--- config.mk ---
export PLATFORM = sky130hd
export DESIGN_NAME = udp_tx_framer
export DESIGN_NICKNAME = d
export VERILOG_FILES = /design/src/rtl/udp_tx_framer.sv
export SDC_FILE = /design/constraint.sdc
export NUM_CORES = 1
export LEC_CHECK = 0
export CAP_MARGIN = 30
export CORE_AREA = 2 2 108 110
export DETAILED_ROUTE_END_ITERATION = 7
export DIE_AREA = 0 0 110 112
export GPL_ROUTABILITY_DRIVEN = 0
export PLACE_DENSITY = 0.81
export REMOVE_ABC_BUFFERS = 1
export SLEW_MARGIN = 20
export SYNTH_ARGS = -nofsm -noshare
export SYNTH_HDL_FRONTEND = slang
export SYNTH_SLANG_ARGS = --single-unit
--- constraint.sdc ---
create_clock -name clk -period 3 [get_ports clk]
set_clock_uncertainty 0.15 [all_clocks]
set_input_delay 0.6 -clock clk [delete_from_list [all_inputs] [get_ports clk]]
set_output_delay 0.6 -clock clk [all_outputs]
set_load 0.02 [all_outputs]
--- src/rtl/udp_tx_framer.sv ---
// udp_tx_framer: UDP transmit framer between the user UDP TX interface and the
// IPv4 TX stage. It latches the UDP header on start, requests an IPv4 transmit
// (protocol UDP_PROTOCOL, length data_length+8), emits the 8-byte UDP header,
// then passes user payload bytes straight through to the IPv4 TX stage.
//
// Optional feature: define UDP_TX_LEN_CHECK_EN to count payload bytes against
// the latched data_length. A short frame ends with ERR. A long frame is
// truncated with a forced ip last, and the excess user bytes are dropped in
// FLUSH.
//
// Ports
//   clk, rst_n              clock, async active-low reset
//   udp_tx_start            start request (sampled in IDLE only)
//   udp_tx_dst_ip_addr      destination IP address
//   udp_tx_dst_port         destination port
//   udp_tx_src_port         source port
//   udp_tx_data_length      payload length in bytes, UDP header excluded
//   udp_tx_checksum         checksum field, passed verbatim
//   udp_tx_data_*           user payload stream (valid/last/data in, ready out)
//   udp_tx_result           NONE=0 SENDING=1 ERR=2 SENT=3 (sticky)
//   ip_tx_start             IPv4 TX request
//   ip_tx_protocol          latched protocol number
//   ip_tx_data_length       latched data_length + 8
//   ip_tx_dst_ip_addr       latched destination IP address
//   ip_tx_result            IPv4 TX status, using the same code set
//   ip_tx_data_*            byte stream to IPv4 TX (ready in, valid/last/data out)
module udp_tx_framer #(
   parameter int unsigned MAX_PAYLOAD  = 65507,
   parameter logic [7:0]  UDP_PROTOCOL = 8'h11
) (
   input  logic        clk,
   input  logic        rst_n,
   input  logic        udp_tx_start,
   input  logic [31:0] udp_tx_dst_ip_addr,
   input  logic [15:0] udp_tx_dst_port,
   input  logic [15:0] udp_tx_src_port,
   input  logic [15:0] udp_tx_data_length,
   input  logic [15:0] udp_tx_checksum,
   input  logic        udp_tx_data_valid,
   input  logic        udp_tx_data_last,
   input  logic [7:0]  udp_tx_data,
   output logic        udp_tx_data_ready,
   output logic [1:0]  udp_tx_result,
   output logic        ip_tx_start,
   output logic [7:0]  ip_tx_protocol,
   output logic [15:0] ip_tx_data_length,
   output logic [31:0] ip_tx_dst_ip_addr,
   input  logic [1:0]  ip_tx_result,
   input  logic        ip_tx_data_ready,
   output logic        ip_tx_data_valid,
   output logic        ip_tx_data_last,
   output logic [7:0]  ip_tx_data
);

   localparam int unsigned LEN_W   = 16;
   localparam int unsigned HCNT_W  = 3;
   localparam logic [1:0]  RES_NONE    = 2'd0;
   localparam logic [1:0]  RES_SENDING = 2'd1;
   localparam logic [1:0]  RES_ERR     = 2'd2;
   localparam logic [1:0]  RES_SENT    = 2'd3;
   localparam logic [LEN_W-1:0] UDP_HDR_LEN = LEN_W'(8);

`ifdef UDP_TX_LEN_CHECK_EN
   typedef enum logic [2:0] {S_IDLE, S_REQ, S_HDR, S_PAYLOAD, S_FLUSH} state_t;
`else
   typedef enum logic [2:0] {S_IDLE, S_REQ, S_HDR, S_PAYLOAD} state_t;
`endif

   state_t             state_q, state_d;
   logic [1:0]         result_q, result_d;
   logic [15:0]        src_port_q, dst_port_q, cksum_q, ip_len_q;
   logic [31:0]        dst_ip_q;
   logic [7:0]         proto_q;
   logic [HCNT_W-1:0]  hdr_cnt_q;
   logic               start_c;
   logic               len_bad_c;
   logic               pay_xfer_c;
   logic               ip_err_c;
   logic               pay_end_c;
   logic [7:0]         hdr_byte_c;
`ifdef UDP_TX_LEN_CHECK_EN
   logic [LEN_W-1:0]   len_q;
   logic [LEN_W-1:0]   pay_cnt_q;
`endif

   assign start_c    = (state_q == S_IDLE) && udp_tx_start;
   assign len_bad_c  = (udp_tx_data_length == '0) ||
                       (32'(udp_tx_data_length) > MAX_PAYLOAD);
   assign ip_err_c   = (ip_tx_result == RES_ERR);
   assign pay_xfer_c = (state_q == S_PAYLOAD) && udp_tx_data_valid && udp_tx_data_ready;

   // Current payload byte is the last one the latched length allows
`ifdef UDP_TX_LEN_CHECK_EN
   assign pay_end_c  = ((pay_cnt_q + LEN_W'(1)) == len_q);
`else
   assign pay_end_c  = 1'b0;
`endif

   // Header byte select: src port, dst port, udp length, checksum (MSB first)
   always_comb begin
      hdr_byte_c = 8'h00;
      case (hdr_cnt_q)
         3'd0: hdr_byte_c = src_port_q[15:8];
         3'd1: hdr_byte_c = src_port_q[7:0];
         3'd2: hdr_byte_c = dst_port_q[15:8];
         3'd3: hdr_byte_c = dst_port_q[7:0];
         3'd4: hdr_byte_c = ip_len_q[15:8];
         3'd5: hdr_byte_c = ip_len_q[7:0];
         3'd6: hdr_byte_c = cksum_q[15:8];
         3'd7: hdr_byte_c = cksum_q[7:0];
         default: hdr_byte_c = 8'h00;
      endcase
   end

   // State register
   always_ff @(posedge clk or negedge rst_n) begin
      if (!rst_n) state_q <= S_IDLE;
      else        state_q <= state_d;
   end

   // Next-state and next-result logic
   always_comb begin
      state_d  = state_q;
      result_d = result_q;
      case (state_q)
         S_IDLE: begin
            if (udp_tx_start) begin
               if (len_bad_c) begin
                  result_d = RES_ERR;
               end else begin
                  result_d = RES_SENDING;
                  state_d  = S_REQ;
               end
            end
         end
         S_REQ: begin
            if (ip_tx_result == RES_SENDING) begin
               state_d = S_HDR;
            end else if (ip_err_c) begin
               result_d = RES_ERR;
               state_d  = S_IDLE;
            end
         end
         S_HDR: begin
            if (ip_err_c) begin
               result_d = RES_ERR;
               state_d  = S_IDLE;
            end else if (ip_tx_data_ready && (hdr_cnt_q == HCNT_W'(7))) begin
               state_d = S_PAYLOAD;
            end
         end
         S_PAYLOAD: begin
            if (ip_err_c) begin
               result_d = RES_ERR;
               state_d  = S_IDLE;
            end else if (pay_xfer_c) begin
`ifdef UDP_TX_LEN_CHECK_EN
               if (udp_tx_data_last) begin
                  result_d = pay_end_c ? RES_SENT : RES_ERR;
                  state_d  = S_IDLE;
               end else if (pay_end_c) begin
                  result_d = RES_ERR;
                  state_d  = S_FLUSH;
               end
`else
               if (udp_tx_data_last) begin
                  result_d = RES_SENT;
                  state_d  = S_IDLE;
               end
`endif
            end
         end
`ifdef UDP_TX_LEN_CHECK_EN
         S_FLUSH: begin
            if (udp_tx_data_valid && udp_tx_data_last) state_d = S_IDLE;
         end
`endif
         default: state_d = S_IDLE;
      endcase
   end

   // Output decode; payload is a zero-latency pass-through
   always_comb begin
      udp_tx_data_ready = 1'b0;
      ip_tx_start       = 1'b0;
      ip_tx_data_valid  = 1'b0;
      ip_tx_data_last   = 1'b0;
      ip_tx_data        = 8'h00;
      case (state_q)
         S_REQ: ip_tx_start = 1'b1;
         S_HDR: begin
            ip_tx_data_valid = 1'b1;
            ip_tx_data       = hdr_byte_c;
         end
         S_PAYLOAD: begin
            ip_tx_data_valid  = udp_tx_data_valid;
            ip_tx_data_last   = udp_tx_data_last | pay_end_c;
            ip_tx_data        = udp_tx_data;
            // A byte offered while IPv4 TX reports an error is not consumed
            udp_tx_data_ready = ip_tx_data_ready && !ip_err_c;
         end
`ifdef UDP_TX_LEN_CHECK_EN
         S_FLUSH: udp_tx_data_ready = 1'b1;
`endif
         default: ;
      endcase
   end

   // Result, latched header fields and byte counters
   always_ff @(posedge clk or negedge rst_n) begin
      if (!rst_n) begin
         result_q   <= RES_NONE;
         src_port_q <= '0;
         dst_port_q <= '0;
         cksum_q    <= '0;
         ip_len_q   <= '0;
         dst_ip_q   <= '0;
         proto_q    <= '0;
         hdr_cnt_q  <= '0;
`ifdef UDP_TX_LEN_CHECK_EN
         len_q      <= '0;
         pay_cnt_q  <= '0;
`endif
      end else begin
         result_q <= result_d;
         if (start_c) begin
            src_port_q <= udp_tx_src_port;
            dst_port_q <= udp_tx_dst_port;
            cksum_q    <= udp_tx_checksum;
            ip_len_q   <= udp_tx_data_length + UDP_HDR_LEN;
            dst_ip_q   <= udp_tx_dst_ip_addr;
            proto_q    <= UDP_PROTOCOL;
            hdr_cnt_q  <= '0;
`ifdef UDP_TX_LEN_CHECK_EN
            len_q      <= udp_tx_data_length;
            pay_cnt_q  <= '0;
`endif
         end else begin
            if ((state_q == S_HDR) && ip_tx_data_ready) hdr_cnt_q <= hdr_cnt_q + HCNT_W'(1);
`ifdef UDP_TX_LEN_CHECK_EN
            if (pay_xfer_c) pay_cnt_q <= pay_cnt_q + LEN_W'(1);
`endif
         end
      end
   end

   assign udp_tx_result     = result_q;
   assign ip_tx_protocol    = proto_q;
   assign ip_tx_data_length = ip_len_q;
   assign ip_tx_dst_ip_addr = dst_ip_q;

endmodule
### Yosys cells after proc, flatten, opt, wreduce, memory -nomap -nowiden

Index checks and enable logic that the tools add are counted.

| storage, ports and cells | value |
|---|---|
| output and inout bits | 70 |
| bits of input ports | 112 |
| logic and storage cells | 72 |
| register bits | 105 |

| cells by class | value |
|---|---|
| muxes and demuxes | 26 |
| $add $sub $neg | 2 |
| equal/unequal tests | 19 |
| reduce and logical (&&, ||, !) cells | 15 |
| $lt $le $gt $ge | 1 |

Operators with widths:

| cell | number |
|---|---|
| 8-bit one-hot mux with 8 select lines | 1 |
| 3-bit 2-to-1 mux | 11 |
| 16-bit by 4-bit adder with 16-bit output, second input constant | 1 |
| 16-bit greater-than comparator, second input constant | 1 |
| 16-bit logical NOT | 1 |
| 8-bit one-hot mux with 2 select lines | 1 |
| 2-bit 2-to-1 mux | 7 |
| 3-bit by 2-bit == test with 1-bit output, second input constant | 4 |
| 3-bit == test, second input constant | 4 |
| 3-bit inequality test, second input constant | 4 |
| 3-bit one-hot mux with 4 select lines | 1 |
| 2-bit one-hot mux with 4 select lines | 1 |
| 3-bit by 1-bit == test with 1-bit output, second input constant | 2 |
| 1-bit logical AND | 6 |
| 3-bit logical NOT | 2 |
| 2-bit inequality test, second input constant | 3 |
| 6-bit AND reduction | 1 |
| 5-bit AND reduction | 1 |
| 4-bit nonzero test | 1 |
| 3-bit by 1-bit adder with 3-bit output, second input constant | 1 |
| 1-bit 2-to-1 mux | 3 |
| 2-bit by 1-bit == test with 1-bit output, second input constant | 1 |
| 2-bit == test, second input constant | 1 |
| 1-bit one-hot mux with 2 select lines | 1 |
| other kinds (3) | 3 |

### Longest topological paths before layout

| logic depth | value |
|---|---|
| depth after elaboration | 8 |
| gate-level depth with buffers | 10 |
| depth with buffers taken out | 7 |

### Worst setup path after synthesis

OpenSTA, ideal clock, no wires.

| timing path | value |
|---|---|
| path kind | register to output |
| from | reg hdr_cnt_q[2] |
| to | out ip_tx_data[6] |
| data required time | 2.250 ns |
| data arrival time | 2.404 ns |
| cell stages (with the launch flop) | 10 |
| slack | -0.154 ns |
| path through | dfrtp_1 buf_2 clkbuf_1 inv_1 ha_1 clkbuf_1 or4_1 nor2_4 nor3_1 o21ai_0 |

| between the ends | value |
|---|---|
| longest elaborated chain between the ends | 3 |
| elaborated cells on any way between the ends | 10 |

Ends and longest elaborated chain:

| what | RTL line | text |
|---|---|---|
| from (decl) | 74 | `logic [HCNT_W-1:0] hdr_cnt_q;` |
| from (signal assigned) | 239 | `if ((state_q == S_HDR) && ip_tx_data_ready) hdr_cnt_q <= hdr_cnt_q + HCNT_W'(1);` |
| 3-bit == test (tied with other cells) | 102 | `case (hdr_cnt_q)` |
| 8-bit one-hot mux with 8 select lines (*) | 102 |  |
| 8-bit one-hot mux with 2 select lines (*) | 189 | `case (state_q)` |
| to (decl) | 52 | `output logic [7:0] ip_tx_data` |

Every way passes the cells marked *; elsewhere a longest branch is shown, timed or not.

### Worst setup path in the final report

| timing path | value |
|---|---|
| from | reg hdr_cnt_q[0] |
| to | out ip_tx_data[2] |

The elaborated chain is that of the path after synthesis.

==> impl_metrics.tcl <==
set metrics [dict create \
    path_clk_slew_ns 0.07 \
    cp_cell_sequence "inv_1 -> buf_4 -> ha_4 -> and2_4 -> nor2_4 -> buf_12 -> a222oi_1 -> nand2_1 -> a22o_1 -> buf_6" \
    insertion_delay_ns 0.33 \
    finalSetupViolCount 8 \
    start_kind "flip-flop" \
    grt_pass1_vias 4043 \
    rsz0062_at_grt "yes" \
    grtUsageTotal_pct 21.7 \
    ios 182 \
    reg2reg_to "state_q[1]" \
    cts_max_level 3 \
    status "finished with violations" \
    powerDensity_nw_per_um2 958 \
    grt_pass1_wl_um 20500 \
    dr_total_vias 3853 \
    reg2reg_from "state_q[0]" \
    synth-xor-area-share_pct 2.15 \
    cts_sinks 104 \
    syn_avg_cell_area_um2 12.6 \
    ys.flop_type "dfrtp_1" \
    coreArea_um2 11200 \
    cts-buffers-inserted 9 \
    worstPathArrival_ns 2.32 \
    ant_nets 0 \
    hold_class "input pin to asynchronous set/reset pin" \
    synth_top_area_cell "dfrtp_1" \
    worst_slack_ns -0.0676 \
    synth_warnings 0 \
    hold_viol_final 0 \
    rows 39 \
    synthSimpleGateAreaFrac_pct 7.00 \
    synth-compound-area-share_pct 9.17 \
    worst-path-buf-inv 4 \
    synth.distinct_cells 38 \
    endpoint_kind "output pin" \
    slew_violations 0 \
    utilization_pct 66.7 \
    crit_path_top_delay_cell "dfrtp_1" \
    holdWs_ns 0.0343 \
    synth.area.top_cells "dfrtp_1 53%, mux2_2 20%, ha_1 3.8%, a222oi_1 2.7%, nand2_1 2.3%" \
    cts_buffer_depth 2 \
    synthAdderAreaFrac_pct 3.83 \
    viasPerCell 5.25 \
    cts_tree "done" \
    synth-seq-cells 104 \
    post-route-period-util_pct 102 \
    post_drt_wl_per_cell_um 17.8 \
    dieArea_um2 12300 \
    synth_cells 389 \
    dpl.hpwl_um 9800 \
    drv_cap 0 \
    drt_wl_total_um 13100 \
    fin_nets 713 \
    area_delta_synth_final_pct 52.2 \
    max_stage_delay_ns 0.41 \
    reg2reg_depth 9 \
    rrSetupSlack_ns 0.52 \
    portBuffers 175 \
    drc 0 \
    drt_pass1_iterations 5 \
    drt_iter0_markers 195 \
    die-height_um 112 \
    ir_drop_mv 0.528 \
    synth-edff-count 0 \
    cp_top_family "buffers and inverters" \
    die_w_um 110 \
    instances_no_fill 734 \
    antenna_found_initial 0 \
    ys_seq_area_share_pct 53.1 \
    synth.area.mux_share_pct 21.1 \
    required_ns 2.25 \
    synth_top_family_by_area "multiplexers" \
    period_needed_ns 3.07 \
    initial_core_util_pct 43.8 \
    grt-ovfl-total 0 \
    netlist_area_um2 4900 \
    yosysTopAreaCellShare_pct 53.1 \
    leakagePower_uw 0.00319 \
    violations "negative setup slack" \
    dp_cells 710 \
    path_class "flip-flop to output pin" \
    crit_fanout 8 \
    cts_root_buf "clkbuf_16" \
    max_freq_ghz 0.326 \
    drive_gt1_share_pct 27.7 \
    antenna_cells 0 \
    cts_hold_buf 0 \
    async_reset_ff_share_pct 100 \
    grt_max_degree 38 \
]
synth_stat cells, types with 2 or more instances:
master / instances
and3_2: 2
clkbuf_1: 16
a21oi_1: 8
nand2_1: 30
xnor2_1: 2
and2_1: 3
nand3_1: 7
mux2_2: 89
dfrtp_1: 104
nor3_1: 4
and3_1: 2
a22o_1: 8
buf_2: 3
a222oi_1: 13
nand2b_1: 2
nand4_1: 6
nor2_1: 4
a31oi_1: 2
xor2_1: 10
mux2_1: 2
inv_1: 10
ha_1: 15
a221oi_1: 6
or4_1: 2
buf_4: 8
a21o_1: 6
o21ai_0: 14
cells by family after synthesis:
| kind of cell | after synthesis |
|---|---|
| adders and majority gates | 15 |
| AOI/OAI and AO/OA | 60 |
| and+or+nand+nor | 68 |
| DFF | 104 |
| xor gates and xnor gates | 12 |
| buffers and inverters | 37 |
| other | 1 |
| muxes | 92 |
through the flow:
stage | area, µm² | setup TNS (ns) | worst slack, ns | total power [µW]
5_1_grt | 7450 | -1.14 | -0.172 | 7560
6_report | 7450 | -0.387 | -0.0676 | 7140
4_1_cts | 7370 | -0.589 | -0.0846 | 7150
3_3_place_gp | 6940 | -1.59 | -0.213 | 5720
2_1_floorplan | 4780 | -55.56 | -0.586 | 4350
3_5_place_dp | 6940 | -2.33 | -0.316 | 5840
power by group:
group / total (µW) / switching [µW] / internal [µW]
logic: 3410 / 1540 / 1870
registers: 2510 / 408 / 2100
clock network: 1220 / 496 / 721
total: 7140 / 2440 / 4700
flip-flops by register name (all words and copies together) (netlist names):
register and flops:
dst_port_q 16, ip_tx_data_length 16, cksum_q 16, hdr_cnt_q 3
udp_tx_result 2, ip_tx_dst_ip_addr 32, src_port_q 16, ip_tx_protocol 1
state_q 2
cell type report:
| cell class | instances | area [µm²] |
|---|---|---|
| timing repair buffer | 208 | 2090 |
| clock buffer | 13 | 270 |
| inverter | 10 | 40.0 |
| multi-input combinational | 253 | 2220 |
| clock inverter | 3 | 47.5 |
| fill | 848 | 3720 |
| tap | 143 | 179 |
| sequential | 104 | 2600 |
repair_timing:
item	in CTS	in global routing
pin swaps	12	20
setup buffers	5	4
resized for setup	59	15
hold endpoints to repair	0	0
setup endpoints to repair	8	9
how the worst max path moves through the flow:
stage	startpoint	depth (start not counted)	end
floorplan	state_q[0]	4	cksum_q[0]
CTS	hdr_cnt_q[0]	9	ip_tx_data[2]
detailed placement	hdr_cnt_q[0]	9	ip_tx_data[2]
global route	hdr_cnt_q[0]	9	ip_tx_data[3]
global placement	hdr_cnt_q[0]	8	ip_tx_data[6]
finish	hdr_cnt_q[0]	10	ip_tx_data[2]
placed cells by master, fill, tap and decap left out, types with 3 or more instances in the layout:
master,instances
o21ai_0,13
nand4_1,6
xor2_1,10
clkbuf_16,9
mux2_2,89
buf_12,5
nand3_1,7
buf_6,14
a21oi_1,7
a221oi_1,5
ha_4,4
conb_1,6
nor2_1,4
a21o_1,6
a222oi_1,13
nand2_1,29
inv_1,9
buf_4,23
ha_1,9
a22o_1,8
clkbuf_8,3
clkdlybuf4s50_1,165
dfrtp_1,104
nor3_1,4
per-layer routing:
| metal | vias up | part of all wire (%) | GRT usage, % |
|---|---|---|---|
| met3 | 8 | 6.5 | 5.44 |
| met1 | 1911 | 43 | 28.4 |
| li1 | 1797 | - | - |
| met2 | 137 | 50 | 36.3 |
| met4 | 0 | 0.73 | 4.30 |
| met5 | - | 0 | 0 |
Note: power is estimated with default switching activity, not from simulation.
